==> config.mk <==
export PLATFORM = sky130hd
export DESIGN_NAME = parity_frame_ctrl
export DESIGN_NICKNAME = d
export VERILOG_FILES = /design/src/rtl/parity_frame_pkg.sv /design/src/rtl/crc8_step.sv /design/src/rtl/parity_frame_ctrl.sv
export SDC_FILE = /design/constraint.sdc
export NUM_CORES = 1
export LEC_CHECK = 0
export BUFFER_PORTS_ARGS = -buffer_cell sky130_fd_sc_hd__buf_4
export CORE_ASPECT_RATIO = 0.9
export CORE_MARGIN = 2
export CORE_UTILIZATION = 58
export CTS_BUF_LIST = sky130_fd_sc_hd__clkbuf_4 sky130_fd_sc_hd__clkbuf_8
export DETAILED_ROUTE_END_ITERATION = 10
export GPL_ROUTABILITY_DRIVEN = 0
export PLACE_DENSITY = 0.82
export RECOVER_POWER = 50
export SYNTH_ARGS = -nofsm -noshare
export SYNTH_HDL_FRONTEND = slang
export SYNTH_SLANG_ARGS = --single-unit
export TNS_END_PERCENT = 50
==> constraint.sdc <==
create_clock -name clk -period 2.1 [get_ports clk]
set_clock_uncertainty 0.2 [all_clocks]
set_input_delay 0.42 -clock clk [delete_from_list [all_inputs] [get_ports clk]]
set_output_delay 0.42 -clock clk [all_outputs]
set_load 0.02 [all_outputs]
==> src/rtl/parity_frame_pkg.sv <==
// Shared types and constants for the parity/CRC frame receive controller.
//   state_t            : controller FSM states
//   CRC8_POLY_DEFAULT  : default CRC-8 polynomial (x^8 + x^2 + x + 1)
//   CRC8_INIT_DEFAULT  : default CRC register start value
//   ERR_CNT_W          : width of the saturating error-frame counter
package parity_frame_pkg;

  typedef enum logic [1:0] {
    IDLE   = 2'd0,
    RECV   = 2'd1,
    REPORT = 2'd2
  } state_t;

  localparam logic [7:0] CRC8_POLY_DEFAULT = 8'h07;
  localparam logic [7:0] CRC8_INIT_DEFAULT = 8'h00;
  localparam int unsigned ERR_CNT_W = 8;

endpackage

==> src/rtl/crc8_step.sv <==
// Combinational CRC-8 update for one byte, MSB first, no reflection.
//   i_crc  : current CRC register
//   i_data : byte being folded in
//   o_crc  : CRC register after the byte
module crc8_step
  import parity_frame_pkg::*;
#(
  parameter logic [7:0] POLY = CRC8_POLY_DEFAULT
) (
  input  logic [7:0] i_crc,
  input  logic [7:0] i_data,
  output logic [7:0] o_crc
);

  logic [7:0] w_stage [0:8];

  assign w_stage[0] = i_crc ^ i_data;

  // One shift/conditional-XOR stage per data bit.
  for (genvar g = 0; g < 8; g++) begin : g_stage
    assign w_stage[g+1] = w_stage[g][7] ? ({w_stage[g][6:0], 1'b0} ^ POLY)
                                        : {w_stage[g][6:0], 1'b0};
  end

  assign o_crc = w_stage[8];

endmodule

==> src/rtl/parity_frame_ctrl.sv <==
// Receive-side frame controller: accepts FRAME_LEN payload bytes plus one CRC
// byte, checks even parity per byte and CRC-8 over the payload, reports a
// status word over a valid/ready handshake and requests bounded retries.
//   clk, rst          : clock, asynchronous active-high reset
//   flush             : synchronous abort back to IDLE
//   in_valid/in_ready : byte handshake; in_data + in_par carry the byte
//   st_valid/st_ready : status handshake
//   frame_ok, par_err, crc_err, give_up : frame status (held while st_valid)
//   retry_req         : one-cycle pulse in the handshake cycle of a retryable error
//   err_count         : saturating count of errored frames
module parity_frame_ctrl
  import parity_frame_pkg::*;
#(
  parameter int unsigned FRAME_LEN = 4,
  parameter int unsigned MAX_RETRY = 3,
  parameter logic [7:0]  CRC_POLY  = CRC8_POLY_DEFAULT,
  parameter logic [7:0]  CRC_INIT  = CRC8_INIT_DEFAULT
) (
  input  logic                 clk,
  input  logic                 rst,
  input  logic                 flush,
  input  logic                 in_valid,
  output logic                 in_ready,
  input  logic [7:0]           in_data,
  input  logic                 in_par,
  output logic                 st_valid,
  input  logic                 st_ready,
  output logic                 frame_ok,
  output logic                 par_err,
  output logic                 crc_err,
  output logic                 give_up,
  output logic                 retry_req,
  output logic [ERR_CNT_W-1:0] err_count
);

  localparam int unsigned CNT_W   = $clog2(FRAME_LEN + 1);
  localparam int unsigned RETRY_W = (MAX_RETRY < 1) ? 1 : $clog2(MAX_RETRY + 1);
  localparam logic [ERR_CNT_W-1:0] ERR_MAX = '1;

  state_t               r_state;
  state_t               w_state_nxt;
  logic [CNT_W-1:0]     r_byte_cnt;
  logic [RETRY_W-1:0]   r_retry_cnt;
  logic [7:0]           r_crc;
  logic [7:0]           w_crc_nxt;
  logic                 r_par_acc;
  logic                 w_accept;
  logic                 w_byte_bad;
  logic                 w_par_tot;
  logic                 w_crc_bad;
  logic                 w_handshake;
  logic                 w_last_byte;
  logic                 w_retry_left;
  logic                 w_exhausted;

  crc8_step #(.POLY(CRC_POLY)) u_crc (
    .i_crc  (r_crc),
    .i_data (in_data),
    .o_crc  (w_crc_nxt)
  );

  assign w_accept     = in_valid & in_ready;
  assign w_byte_bad   = ^{in_par, in_data};
  assign w_par_tot    = r_par_acc | w_byte_bad;
  assign w_crc_bad    = (r_crc != in_data);
  assign w_handshake  = st_valid & st_ready;
  assign w_last_byte  = (r_byte_cnt == CNT_W'(FRAME_LEN));
  // retry_cnt never exceeds MAX_RETRY, so equality marks exhaustion.
  assign w_exhausted  = (r_retry_cnt == RETRY_W'(MAX_RETRY));
  assign w_retry_left = ~w_exhausted;

  // Pulse lives in the handshake cycle itself; flush suppresses it.
  assign retry_req = w_handshake & ~frame_ok & w_retry_left & ~flush;

  // Next-state logic; flush overrides every transition.
  always_comb begin
    w_state_nxt = r_state;
    case (r_state)
      IDLE:    w_state_nxt = RECV;
      RECV:    if (w_accept && w_last_byte) w_state_nxt = REPORT;
      REPORT:  if (w_handshake) w_state_nxt = IDLE;
      default: w_state_nxt = IDLE;
    endcase
    if (flush) w_state_nxt = IDLE;
  end

  // State register; handshake flags are registered decodes of the next state.
  always_ff @(posedge clk or posedge rst) begin
    if (rst) begin
      r_state  <= IDLE;
      in_ready <= 1'b0;
      st_valid <= 1'b0;
    end else begin
      r_state  <= w_state_nxt;
      in_ready <= (w_state_nxt == RECV);
      st_valid <= (w_state_nxt == REPORT);
    end
  end

  // Datapath: byte counting, CRC/parity accumulation, status and retry bookkeeping.
  always_ff @(posedge clk or posedge rst) begin
    if (rst) begin
      r_byte_cnt  <= '0;
      r_retry_cnt <= '0;
      r_crc       <= CRC_INIT;
      r_par_acc   <= 1'b0;
      frame_ok    <= 1'b0;
      par_err     <= 1'b0;
      crc_err     <= 1'b0;
      give_up     <= 1'b0;
      err_count   <= '0;
    end else if (flush) begin
      // Partial frame and status dropped; retry and error history kept.
      r_byte_cnt <= '0;
      r_crc      <= CRC_INIT;
      r_par_acc  <= 1'b0;
      frame_ok   <= 1'b0;
      par_err    <= 1'b0;
      crc_err    <= 1'b0;
      give_up    <= 1'b0;
    end else begin
      case (r_state)
        IDLE: begin
          r_byte_cnt <= '0;
          r_crc      <= CRC_INIT;
          r_par_acc  <= 1'b0;
        end
        RECV: begin
          if (w_accept) begin
            if (!w_last_byte) begin
              r_crc      <= w_crc_nxt;
              r_par_acc  <= w_par_tot;
              r_byte_cnt <= r_byte_cnt + CNT_W'(1);
            end else begin
              par_err  <= w_par_tot;
              crc_err  <= w_crc_bad;
              frame_ok <= ~w_par_tot & ~w_crc_bad;
              give_up  <= (w_par_tot | w_crc_bad) & w_exhausted;
            end
          end
        end
        REPORT: begin
          if (w_handshake) begin
            frame_ok <= 1'b0;
            par_err  <= 1'b0;
            crc_err  <= 1'b0;
            give_up  <= 1'b0;
            if (frame_ok) begin
              r_retry_cnt <= '0;
            end else begin
              r_retry_cnt <= w_retry_left ? (r_retry_cnt + RETRY_W'(1)) : '0;
              if (err_count != ERR_MAX) err_count <= err_count + ERR_CNT_W'(1);
            end
          end
        end
        default: begin
          r_byte_cnt <= '0;
        end
      endcase
    end
  end

endmodule

# Yosys cells after proc, flatten, opt, wreduce, memory -nomap -nowiden
# Index checks and enable logic that the tools add are counted.
# word_totals
wordCells	104
register_bits	30
out_inout_bits	15
input_bits	14
# op_classes
n_addsub	3
muxes	43
eq_ne	13
n_reduce_logical	10
bitwise	23
# ops
cell	count
$mux W3	11
$mux W8	3
$not A3 Y3	8
$mux W1	16
$pmux W8 S2	1
$ne A3 B3 Y1 const B	4
$mux W2	5
$pmux W1 S2	5
$reduce_and A3 Y1	3
$reduce_xor A9 Y1	1
$add A8 B1 Y8 const B	1
$ne A8 B8 Y1	1
$ne A8 B8 Y1 const B	1
$xor A8 B8 Y8	1
$and A1 B1 Y1	7
$eq A2 B2 Y1 const B	3
$pmux W2 S3	1
$pmux W3 S2	1
$reduce_bool A3 Y1	2
$not A1 Y1	5
$reduce_and A5 Y1	1
$eq A2 B1 Y1 const B	2
$reduce_and A4 Y1	1
$add A3 B1 Y3 const B	1
other kinds (6)	7

# Logic depth before layout (Yosys ltp)
# logic_depth
ltp_word	21
ltp_mapped	7
depth_no_buf	7

# Hierarchy
# A second synthesis with hierarchy kept.
# unflattened
cells_unflattened	168
area_unflattened_um2	1829.3
# modules_own_cells
module	seq_area_each_um2	area_each_um2	cells_each	n_inst
parity_frame_ctrl	750.7	1622.8	147	1
crc8_step	0.0	206.4	21	1

# Worst setup path before layout
# No wires, ideal clock.
# synth_path
path_kind	in2reg
startpoint	in in_data[6]
endpoint	reg give_up
t_arrival_ns	1.784
slack_ns	-0.005
path_buffers	0
required_time_ns	1.778
stages	5
setup_ns	0.122
path_cell_list	xor2_1 > xnor3_1 > xnor2_1 > or3_1 > a32o_1
# synth_via
elab_chain_cells	8
word_cells_on_any_way	9
classes_between	1 x eq/ne; 4 x mux; 3 x bitwise; 1 x reduce/logical
# synth_rtl
element	line_no	text
start, declared	parity_frame_ctrl.sv:24	input logic [7:0] in_data,
$reduce_xor A9 Y1	parity_frame_ctrl.sv:63	assign w_byte_bad = ^{in_par, in_data};
$or A1 B1 Y1	parity_frame_ctrl.sv:64	assign w_par_tot = r_par_acc | w_byte_bad;
$or A1 B1 Y1 *	parity_frame_ctrl.sv:138	give_up <= (w_par_tot | w_crc_bad) & w_exhausted;
$and A1 B1 Y1 *	parity_frame_ctrl.sv:138	
$mux W1 *	parity_frame_ctrl.sv:130	if (!w_last_byte) begin
$mux W1 *	parity_frame_ctrl.sv:129	if (w_accept) begin
$pmux W1 S2 *	parity_frame_ctrl.sv:122	case (r_state)
$mux W1 *	parity_frame_ctrl.sv:112	end else if (flush) begin
end signal, assigned	parity_frame_ctrl.sv:138	
end, declared	parity_frame_ctrl.sv:31	output logic give_up,
# Mark *: on every way between the ends. The rest lies on a longest branch, timed or not. The select of a mux whose other input is x is not followed.
# A chain may end at the register's enable or synchronous reset.

# Worst setup path in the final report
# layout_path
startpoint	reg frame_ok
endpoint	out retry_req
# layout_via
elab_chain_cells	4
# layout_rtl
element	line_no	text
start, declared	parity_frame_ctrl.sv:28	output logic frame_ok,
start signal, assigned	parity_frame_ctrl.sv:137	frame_ok <= ~w_par_tot & ~w_crc_bad;
$not A1 Y1 (no source line)	-	
$and A1 B1 Y1 (3 in a row)	parity_frame_ctrl.sv:73	assign retry_req = w_handshake & ~frame_ok & w_retry_left & ~flush;
end, declared	parity_frame_ctrl.sv:32	output logic retry_req,
# Every way passes these cells.

==> results.toml <==
[outcome]
status = "finished clean"

[run]
max_cap_violations = 0

[sta]
worst_slack_ns = 0.0537
fin_hold_ws_ns = 0.256
hold_viol = 0
slew_headroom_pct = 50.3
slew_viol_final = 0
worst_pin_slew_ns = 0.746
finalSetupViolations = 0
max_freq_mhz = 489
fin_crit_sh_pct = 97.4
grt_setup_unrepaired = "yes"
post-route-min-period_ns = 2.05

[drt]
wl_met2_mm = 1.95
ant_nets = 0
drt_pass1_iterations = 4
vias = 1455
drc = 0
drt-met1-wl_mm = 1.70
wl_mm = 3.87
initialDrtViolationCount = 106
wl_met3_um = 150
top_layer_used = "met4"
via_per_inst = 5.51
wl_per_cell_um = 14.7

[clock_network]
htree_levels = 2
cts-root-buf = "clkbuf_4"
cts_num_sinks = 30
cts_tree = "built"
clk_latency_ns = 0.34
cts_buffers = 5
max-clock-path-buffers = 2
clk_pin_slew_ns = 0.10

[final_layout]
final_nets = 244
area_delta_synth_final_pct = 27.6
antenna_cells = 0
design_area_mm2 = 0.00216
drive_gt1_share_pct = 25.0
fin_util_pct = 78.1

[synth]
syn-num-nets = 194
netlist_instances = 173
synth_enable_flop_cells = 0
yosysUniqueCellTypes = 32
synth_area_mm2 = 0.00170
synth-main-ff-cell = "dfrtp_1"
synth-seq-cells = 30
netlist.area_leader.share_pct = 44.2
synth.largest_area_cell = "dfrtp_1"
yosysSeqAreaShare_pct = 44.2
async_flop_share_pct = 100
ys_warn_count = 0
synth_area_leaders = "dfrtp_1, xnor2_1, ha_1, nand2_1, xor2_1"
syn_area_per_cell_um2 = 9.81

[worst_setup_path]
path_class = "flip-flop to primary output"
startpoint_type = "flip-flop"
cp-end-kind = "primary output"
r2r_cells = 7
critPathSlowestCell = "dfrtp_1"
crit_required_ns = 1.48
arrival_ns = 1.43
max_stage_delay_ns = 0.43
r2r_start = "r_byte_cnt[0]"
worstPathMaxFanout = 5
reg2reg_slack_ns = 0.12
crit_chain = "or2_2 -> nor3_2 -> buf_4"
r2r-end = "r_par_acc"

[grt]
grt_max_degree = 31
grt_pass1_vias = 1480
grt_antenna_before_repair = 0
grt_pass1_wl_mm = 6.54
grt_overflow = 0
track_usage_pct = 26.2

[place]
place_area_mm2 = 0.00207
post-place-ws_ns = -0.150
portBuffers = 28
hpwl_mm = 2.82

[worst_hold_path]
min-delay-start = "flush"
hold_end = "st_valid"
holdPathStages = 3
hp-class = "input pin to flip-flop"

[die]
core_mm2 = 0.00277
die_w_um = 61.0
initial_utilization_pct = 61.2
num_io_pins = 29
die_area_mm2 = 0.00337
die_h_um = 55.3
row_count = 18

[pwr]
p_comb_share_pct = 26.4
max-vdd-ir-drop_mv = 0.591
sw_frac_of_total_pct = 29.4
clockPowerShare_pct = 28.0
power_density_mw_per_mm2 = 634
switchingPower_uw = 403
intPower_uw = 968
pwr-share-seq_pct = 45.7
total_power_mw = 1.37
power.leakage_nw = 1.05
[worst max-delay path by stage]
stage	from	to	slack, ns
final	frame_ok	retry_req	0.05
after global routing	r_byte_cnt[0]	r_par_acc	-0.05
after CTS	frame_ok	retry_req	0.03
after detailed placement	in_data[5]	give_up	-0.15
after global placement	in_data[5]	give_up	-0.1
after floorplan	in_data[5]	give_up	0.08
[power by group through the flow]
stage | Clock (mW) | Combinational (mW) | Sequential [mW]
after floorplan | 0 | 0.224 | 0.628
after global placement | 0 | 0.321 | 0.630
after detailed placement | 0 | 0.345 | 0.633
after CTS | 0.383 | 0.350 | 0.622
after global routing | 0.416 | 0.400 | 0.630
final | 0.383 | 0.362 | 0.626
[routing by layer]
metal  GRT usage [%]  vias to the layer above
met5               0                        -
met3            7.96                        9
met4            6.83                        0
li1                -                      697
met1            33.5                      714
met2            42.7                       35
[flip-flops by register name, summed over array words and instances (netlist names)]
signal       count
r_par_acc        1
r_state          2
r_byte_cnt       3
in_ready         1
r_retry_cnt      2
par_err          1
st_valid         1
r_crc            8
frame_ok         1
err_count        8
crc_err          1
give_up          1
[cell usage in the layout (no fill, tap or decap), drive strengths merged, types with 3 or more instances in the layout]
master,count
nand3,4
xor2,8
dfrtp,30
xnor2,25
buf,38
nor3,5
inv,9
nor2,14
or3,4
nand2,19
o21ai,12
a21oi,8
clkbuf,12
ha,7
nand4,3
[cell families (layout without fill, tap and decap cells)]
family	after synthesis	in the layout	synth area share [%]
muxes	2	2	1.33
and+or+nand+nor	61	61	17.5
adders and majority gates	7	7	5.16
DFF	30	30	44.2
AOI/OAI and AO/OA	28	28	9.81
buffers and inverters	10	61	2.21
xor gates and xnor gates	35	35	19.8
[area by class of cell]
class	count	area, um^2
clock buffer	7	58.8
clock inverter	1	5.00
fill	199	606
inverter	9	33.8
multi-input combinational	133	947
sequential	30	751
tap	40	50.0
timing repair buffer	44	319
[per-stage QoR]
step,TNS [ns],std cells
after floorplan,0,173
after global placement,-0.0996,255
after detailed placement,-0.531,255
after CTS,0,264
after global routing,-0.0513,264
final,0,264
[synth_stat cells (3+ instances only)]
master	n
dfrtp_1	30
xnor2_1	25
nand2_1	19
nor2_1	14
o21ai_0	12
inv_1	9
a21oi_1	8
xor2_1	8
ha_1	7
nor3_1	5
nand3_1	4
or3_1	4
nand4_1	3
[repair_timing]
| action | 4_1_cts | 5_1_grt |
|---|---|---|
| endpoints found under the setup margin | 9 | 3 |
| gates resized for setup | 1 | 5 |
| hold endpoints to repair | 30 | 0 |
| hold buffers | 1 | 0 |
| buffers inserted | 0 | 0 |
[worst max-delay path, delay by kind of cell (launching register included)]
kind / cells / cell delay (ns)
buf+inv: 1 / 0.16
flops: 1 / 0.43
simple gates: 2 / 0.49
(Power assumes the default switching activity.)
